### src/rtl/event_serializer.sv
// -----------------------------------------------------------------------------
// event_serializer
//
// Purpose:
//   Takes packed DVS event words from a show-ahead sync_fifo and sends them
//   downstream as a stream of OWIDTH-bit beats, most significant beat first,
//   over a valid/ready handshake. When the next word is already waiting at a
//   word boundary, it is loaded in the same cycle as the last beat is
//   accepted, so consecutive words go out with no idle cycle between them.
//
// Parameters:
//   DWIDTH     - width of one FIFO word (one packed event); default 64.
//   OWIDTH     - width of one output beat; DWIDTH must be a whole multiple.
//
// Ports:
//   clk        - single clock, rising-edge active.
//   rst_n      - asynchronous active-low reset.
//   en         - permits starting a new word; looked at only on word boundaries.
//   fifo_empty - upstream FIFO empty flag.
//   fifo_rdata - upstream FIFO head word, valid whenever fifo_empty is low.
//   fifo_rd_en - pops the FIFO head at the next rising edge (combinational).
//   out_data   - current output beat.
//   out_valid  - out_data is valid.
//   out_ready  - downstream accepts the beat when valid and ready are both high.
//   out_last   - marks the final beat of a word.
//   busy       - high whenever the block is not idle.
//   word_cnt   - count of fully transmitted words, wraps at 16 bits.
// -----------------------------------------------------------------------------
module event_serializer #(
  parameter int DWIDTH = 64,
  parameter int OWIDTH = 8
) (
  input  logic              clk,
  input  logic              rst_n,
  input  logic              en,
  input  logic              fifo_empty,
  input  logic [DWIDTH-1:0] fifo_rdata,
  output logic              fifo_rd_en,
  output logic [OWIDTH-1:0] out_data,
  output logic              out_valid,
  input  logic              out_ready,
  output logic              out_last,
  output logic              busy,
  output logic [15:0]       word_cnt
);

  localparam int NBEATS = DWIDTH / OWIDTH;
  // Beat index width; a single-beat word still needs a one-bit index.
  localparam int IW = (NBEATS > 1) ? $clog2(NBEATS) : 1;
  localparam logic [IW-1:0] LAST_IDX = IW'(NBEATS - 1);

  typedef enum logic [0:0] {
    S_IDLE = 1'b0,
    S_SEND = 1'b1
  } state_t;

  state_t            state_q, state_d;
  logic [DWIDTH-1:0] shreg_q, shreg_d;
  logic [IW-1:0]     idx_q, idx_d;
  logic [15:0]       word_cnt_q, word_cnt_d;

  logic accept_s;
  logic last_s;
  logic load_s;

  // Handshake and word-boundary qualifiers shared by the next-state logic and
  // the outputs.
  always_comb begin
    accept_s = (state_q == S_SEND) && out_ready;
    last_s   = (state_q == S_SEND) && (idx_q == LAST_IDX);
    // A new word may be taken only when idle or as the last beat leaves.
    // rst_n gates the pop so nothing is read from the FIFO while reset is
    // held, even though the state register alone would already be idle.
    if (rst_n && en && !fifo_empty &&
        ((state_q == S_IDLE) || (accept_s && last_s))) begin
      load_s = 1'b1;
    end else begin
      load_s = 1'b0;
    end
  end

  // Next-state logic for the IDLE/SEND machine, shift register, beat index
  // and completed-word counter.
  always_comb begin
    state_d    = state_q;
    shreg_d    = shreg_q;
    idx_d      = idx_q;
    word_cnt_d = word_cnt_q;
    case (state_q)
      S_IDLE: begin
        if (load_s) begin
          state_d = S_SEND;
          shreg_d = fifo_rdata;
          idx_d   = {IW{1'b0}};
        end else begin
          state_d = S_IDLE;
        end
      end
      S_SEND: begin
        if (accept_s) begin
          if (last_s) begin
            word_cnt_d = word_cnt_q + 16'd1;
            if (load_s) begin
              // Back-to-back: next word replaces the drained one directly.
              state_d = S_SEND;
              shreg_d = fifo_rdata;
              idx_d   = {IW{1'b0}};
            end else begin
              // Shifting the last beat out leaves the register all-zero, so
              // out_data reads 0 while idle.
              state_d = S_IDLE;
              shreg_d = shreg_q << OWIDTH;
              idx_d   = {IW{1'b0}};
            end
          end else begin
            shreg_d = shreg_q << OWIDTH;
            idx_d   = idx_q + IW'(1);
          end
        end else begin
          // Stalled: beat, index and flags hold.
          state_d = S_SEND;
        end
      end
      default: begin
        state_d    = S_IDLE;
        shreg_d    = {DWIDTH{1'b0}};
        idx_d      = {IW{1'b0}};
        word_cnt_d = word_cnt_q;
      end
    endcase
  end

  // State, shift register, beat index and word counter registers.
  always_ff @(posedge clk or negedge rst_n) begin
    if (!rst_n) begin
      state_q    <= S_IDLE;
      shreg_q    <= {DWIDTH{1'b0}};
      idx_q      <= {IW{1'b0}};
      word_cnt_q <= 16'd0;
    end else begin
      state_q    <= state_d;
      shreg_q    <= shreg_d;
      idx_q      <= idx_d;
      word_cnt_q <= word_cnt_d;
    end
  end

  // All outputs except the pop strobe come straight from registers (or a
  // compare of registers), so they drop to 0 as soon as reset asserts.
  assign out_data   = shreg_q[DWIDTH-1 -: OWIDTH];
  assign out_valid  = (state_q == S_SEND);
  assign out_last   = last_s;
  assign busy       = (state_q != S_IDLE);
  assign word_cnt   = word_cnt_q;
  assign fifo_rd_en = load_s;

endmodule

### config.mk
export PLATFORM = sky130hd
export DESIGN_NAME = event_serializer
export DESIGN_NICKNAME = d
export VERILOG_FILES = /design/src/rtl/event_serializer.sv
export SDC_FILE = /design/constraint.sdc
export NUM_CORES = 1
export LEC_CHECK = 0
export ABC_AREA = 1
export CORE_AREA = 2 2 139 87
export CTS_BUF_LIST = sky130_fd_sc_hd__clkbuf_16
export CTS_CLUSTER_DIAMETER = 100
export DETAILED_ROUTE_END_ITERATION = 10
export DIE_AREA = 0 0 141 89
export DONT_BUFFER_PORTS = 1
export PLACE_DENSITY = 0.54
export SYNTH_ARGS = -nofsm -noshare
export SYNTH_HDL_FRONTEND = slang
export SYNTH_SLANG_ARGS = --single-unit
### constraint.sdc
create_clock -name clk -period 2.7 [get_ports clk]
set_clock_uncertainty 0.1 [all_clocks]
set_input_delay 0.54 -clock clk [delete_from_list [all_inputs] [get_ports clk]]
set_output_delay 0.54 -clock clk [all_outputs]
set_load 0.02 [all_outputs]
After elaboration in Yosys (flattened, before gate mapping)
Index checks and enable logic that the tools add are counted.
- bits of input ports: 69
- bits in registers: 84
- output and inout bits: 28
- reductions and logical operators: 10
- add/subtract/negate cells: 2
- multiplexer cells: 14
- bitwise operators: 1
- equal/unequal tests: 3
- operator list (operator ; count):
    $mux 64 ; 4
    $pmux 64 s2 ; 1
    $add 16x1->16 const B ; 1
    $mux 3 ; 3
    $logic_and 1x1->1 ; 6
    $pmux 3 s2 ; 1
    $mux 1 ; 4
    $add 3x1->3 const B ; 1
    $eq 3x3->1 const B ; 1
    $reduce_and 3->1 ; 1
    $ne 2x1->1 const B ; 1
    $ne 2x2->1 const B ; 1
    $pmux 1 s2 ; 1
    $reduce_and 2->1 ; 1
    $logic_not 1->1 ; 1
    $logic_or 1x1->1 ; 1
    $not 1->1 ; 1

Longest topological paths before layout
- word-level depth: 10
- mapped depth: 12

Least setup slack after synthesis
Ideal clock, no wire load.
- path type: reg2out
- from: register idx_q[0]
- to: output port fifo_rd_en
- cell stages (with the launch flop): 10
- data required time: 2.060 ns
- setup slack: 0.569 ns
- arrival: 1.491 ns
- cells stage by stage: dfrtp_1 ha_1 ha_1 nand2_1 inv_2 nand2_2 nand2_2 buf_4 nand3_2 inv_1
- longest elaborated chain between the ends: 6
- RTL lines (item ; RTL line ; RTL):
    from (decl) ; 59 ; logic [IW-1:0] idx_q, idx_d;
    from (signal assigned) ; 138 ; idx_q <= {IW{1'b0}};
    from (signal assigned) ; 143 ; idx_q <= idx_d;
    $eq 3x3->1 ; 70 ; last_s = (state_q == S_SEND) && (idx_q == LAST_IDX);
    $logic_and 1x1->1 ; 70 ;
    named net out_last ; 42 ; output logic out_last,
    $logic_and 1x1->1 ; 75 ; ((state_q == S_IDLE) || (accept_s && last_s))) begin
    $logic_or 1x1->1 ; 75 ;
    $logic_and 1x1->1 ; 74 ; if (rst_n && en && !fifo_empty &&
    $mux 1 ; 74 ;
    to (decl) ; 38 ; output logic fifo_rd_en,
The timed path passes the listed nets, and every way through them passes these cells.

Worst setup path in the final report
Same ends and word-level chain as after synthesis.

==> key figures <==
CTS
  • Worst-Skew Late Latency: 0.33 ns
  • Number of buffers created by CTS: 9
  • CTS Sinks: 84
  • CTS Root Cell: clkbuf_16
  • Post_cts resized: 0
  • Post-CTS Hold Fix Bufs: 1
  • CTS clk-pin slew, worst paths: about 0.060 ns
  • CTS tree: done
  • Clock Tree Buf Depth: 2
  • Postcts setup bufs: 0
  • H-tree Lvls: 3

Drt
  • Final ANT Viol Nets: 0
  • First-iteration detailed-routing DRC count: about 260
  • Detailed-route DRC error count: 0
  • Wire length per cell: 15.5 um
  • Vias per inst: 5.06
  • First-pass DRT Iterations: 5
  • DR vias: 3,470
  • Post-Route WL: 10,600 um

Timing
  • Final setup margin: 0.198 ns
  • Max Clk Rate: 0.400 GHz
  • Final TNS setup: 0 ns
  • RSZ-0062 raised after global routing: no
  • Final Max Slew Viols: 0
  • Worst-Margin Slew: 0.596 ns
  • Rel. slew slack: 0.603
  • Hold slack: -0.00612 ns
  • Final Hold Viols: 1
  • Post-layout min period: 2.50 ns
  • Final-report setup violation count: 0
  • Period utilisation layout: 0.927

Die
  • IO Pins: 97
  • Die height: 89 um
  • Die ar.: 0.0125 mm2
  • Row count: 30
  • CORE AREA: 0.0111 mm2
  • Die width: 141 um
  • Initial core utilization: 0.397

Critical path
  • Slowest cell delay on critical path: between 0.3 and 0.4 ns
  • WP data required: 2.06 ns
  • Crit path launch type: flop
  • CP endpoint kind: primary output
  • Slowest cell on crit path: dfrtp_1
  • Crit Path Max Fanout: 9
  • Arrival time worst endpoint: approximately 1.9 ns
  • Crit path buf inv count: 2
  • Crit-path cells: ha_1 -> ha_1 -> nand2_1 -> inv_2 -> nand2_2 -> nand2_2 -> nand3_2 -> inv_1
  • Family with the most delay on the worst path: simple AND/OR/NAND/NOR gates
  • Critical path class: reg2out

Place
  • Global placement routability congestion: 0.827
  • Dpl ws: 0.419 ns
  • DPL Wire Length: a little over 7000 um
  • PortBufs: 0

Synth
  • Mapped Cells: 555
  • Sequential share of the synthesized area: 0.475
  • Syn nets: 627
  • Adder-cell share of the synthesized area: 0.00847
  • Syn. warnings: 0
  • Xor/xnor share of the synthesized area: 0.0158
  • Synth Area in Simple Gates: 0.306
  • Multiplexer share of the synthesized area: 0
  • Syn Area/Cell: approximately 8.0 um2
  • Largest family of logic cells by synthesized area: simple AND/OR/NAND/NOR gates
  • Post-synth cell types: 24
  • Netlist Area Pre-Place: between 0.004 and 0.005 mm2
  • Compound-Gate Fraction of Synth Area: 0.0720
  • Synthesized flop and latch total: 84

Final layout
  • Commonest non-fill, non-tap cell in the layout: nand2_1
  • Layout cells sized above 1: 0.0558
  • Filler cells: 1,145
  • Layout area overhead: 8.84%
  • Most frequent cells in the layout: 125 x nand2_1, 84 x dfrtp_1, 81 x inv_1
  • Layout Nets: 605

Global routing
  • First-pass GRT wire length: 17,200 um
  • Total grt overflow: 0
  • Antenna violations before repair: 3
  • Vias in the first global route: 3,335
  • Tot GR Track Use: 0.176
  • Largest net degree at the start of global routing: 106

Pwr
  • Design Power: 4.76 mW
  • VDD IR max: 0.526 mV
  • Leak: 2.36 nW
  • Pwr dens: 987 mW/mm2

Outcome
  • Status: complete, but fails checks
  • Failing checks: negative hold slack

Job
  • Max-Cap Viols: 0

Worst hold path
  • Worst min path class: in2async
path summary, 6_finish.rpt:
check                                        from                       to  slack, ns  cells past startpoint
min in group clk                    fifo_rdata[5]   shreg_q[5]$_DFFE_PN0P_       0.25                      2
min reg2reg                shreg_q[5]$_DFFE_PN0P_   shreg_q[5]$_DFFE_PN0P_       0.39                      2
max                          idx_q[0]$_DFFE_PN0P_               fifo_rd_en       0.20                      8
max in group asynchronous                   rst_n  shreg_q[51]$_DFFE_PN0P_       2.13                      1
max reg2reg                  idx_q[0]$_DFFE_PN0P_  shreg_q[38]$_DFFE_PN0P_       0.43                     10
min                                         rst_n  shreg_q[55]$_DFFE_PN0P_     -0.006                      1
per-stage QoR:
stage	cells	area (um2)	hold WS, ns	util
after CTS	682	4810	0.0233	0.432
after detailed placement	665	4470	0.148	0.401
after global placement	665	4470	0.147	0.401
after floorplan	555	4430	0.144	-
after global routing	684	4820	0.00972	0.432
final	686	4820	-0.00612	0.432
where the power goes:
part           switching [mW]  internal, mW  leakage (nW)
clock                   0.504         0.805         0.147
sequential              0.271          1.68          1.12
combinational            1.04         0.456          1.09
total                    1.82          2.94          2.36
cell families after synthesis:
logic type / after synthesis
flip-flops: 84
adder cells (fa/ha/maj): 3
AND/OR/NAND/NOR: 274
XOR/XNOR: 8
AO/OA/AOI/OAI: 62
buffers and inverters: 124
layer usage:
| layer | vias up | GRT usage | part of all wire |
|---|---|---|---|
| met2 | 79 | 0.254 | 0.41 |
| met3 | 12 | 0.0584 | 0.057 |
| met4 | 2 | 0.0555 | 0.0087 |
| li1 | 1717 | - | - |
| met5 | - | 0 | 0.0012 |
| met1 | 1660 | 0.251 | 0.52 |
final cells by class:
type,instances,area (um2),area share
Sequential cell,84,2100,0.436
Multi-Input combinational cell,347,1800,0.372
Inverter,83,312,0.0646
Clock inverter,7,91.3,0.0189
Clock buffer,9,225,0.0467
Tap cell,144,180,0.0374
Timing Repair Buffer,8,105,0.0218
Antenna cell,4,10.0,0.00208
state kept, by name (all words and copies together), names as in the netlist:
name      flops
shreg_q      64
word_cnt     16
idx_q         3
busy          1
synth_stat cells (all sizes together):
cell type | number | area (um2)
buf | 33 | 203
clkbuf | 8 | 30.0
dfrtp | 84 | 2100
ha | 3 | 37.5
inv | 83 | 312
nand2 | 129 | 489
nand3 | 63 | 320
nand3b | 59 | 443
nand4 | 6 | 37.5
nor2 | 15 | 56.3
nor3 | 2 | 10.0
o21ai | 60 | 304
o21bai | 1 | 7.51
o31ai | 1 | 7.51
xnor2 | 3 | 26.3
xor2 | 5 | 43.8
Note: power is estimated with default switching activity, not from simulation.
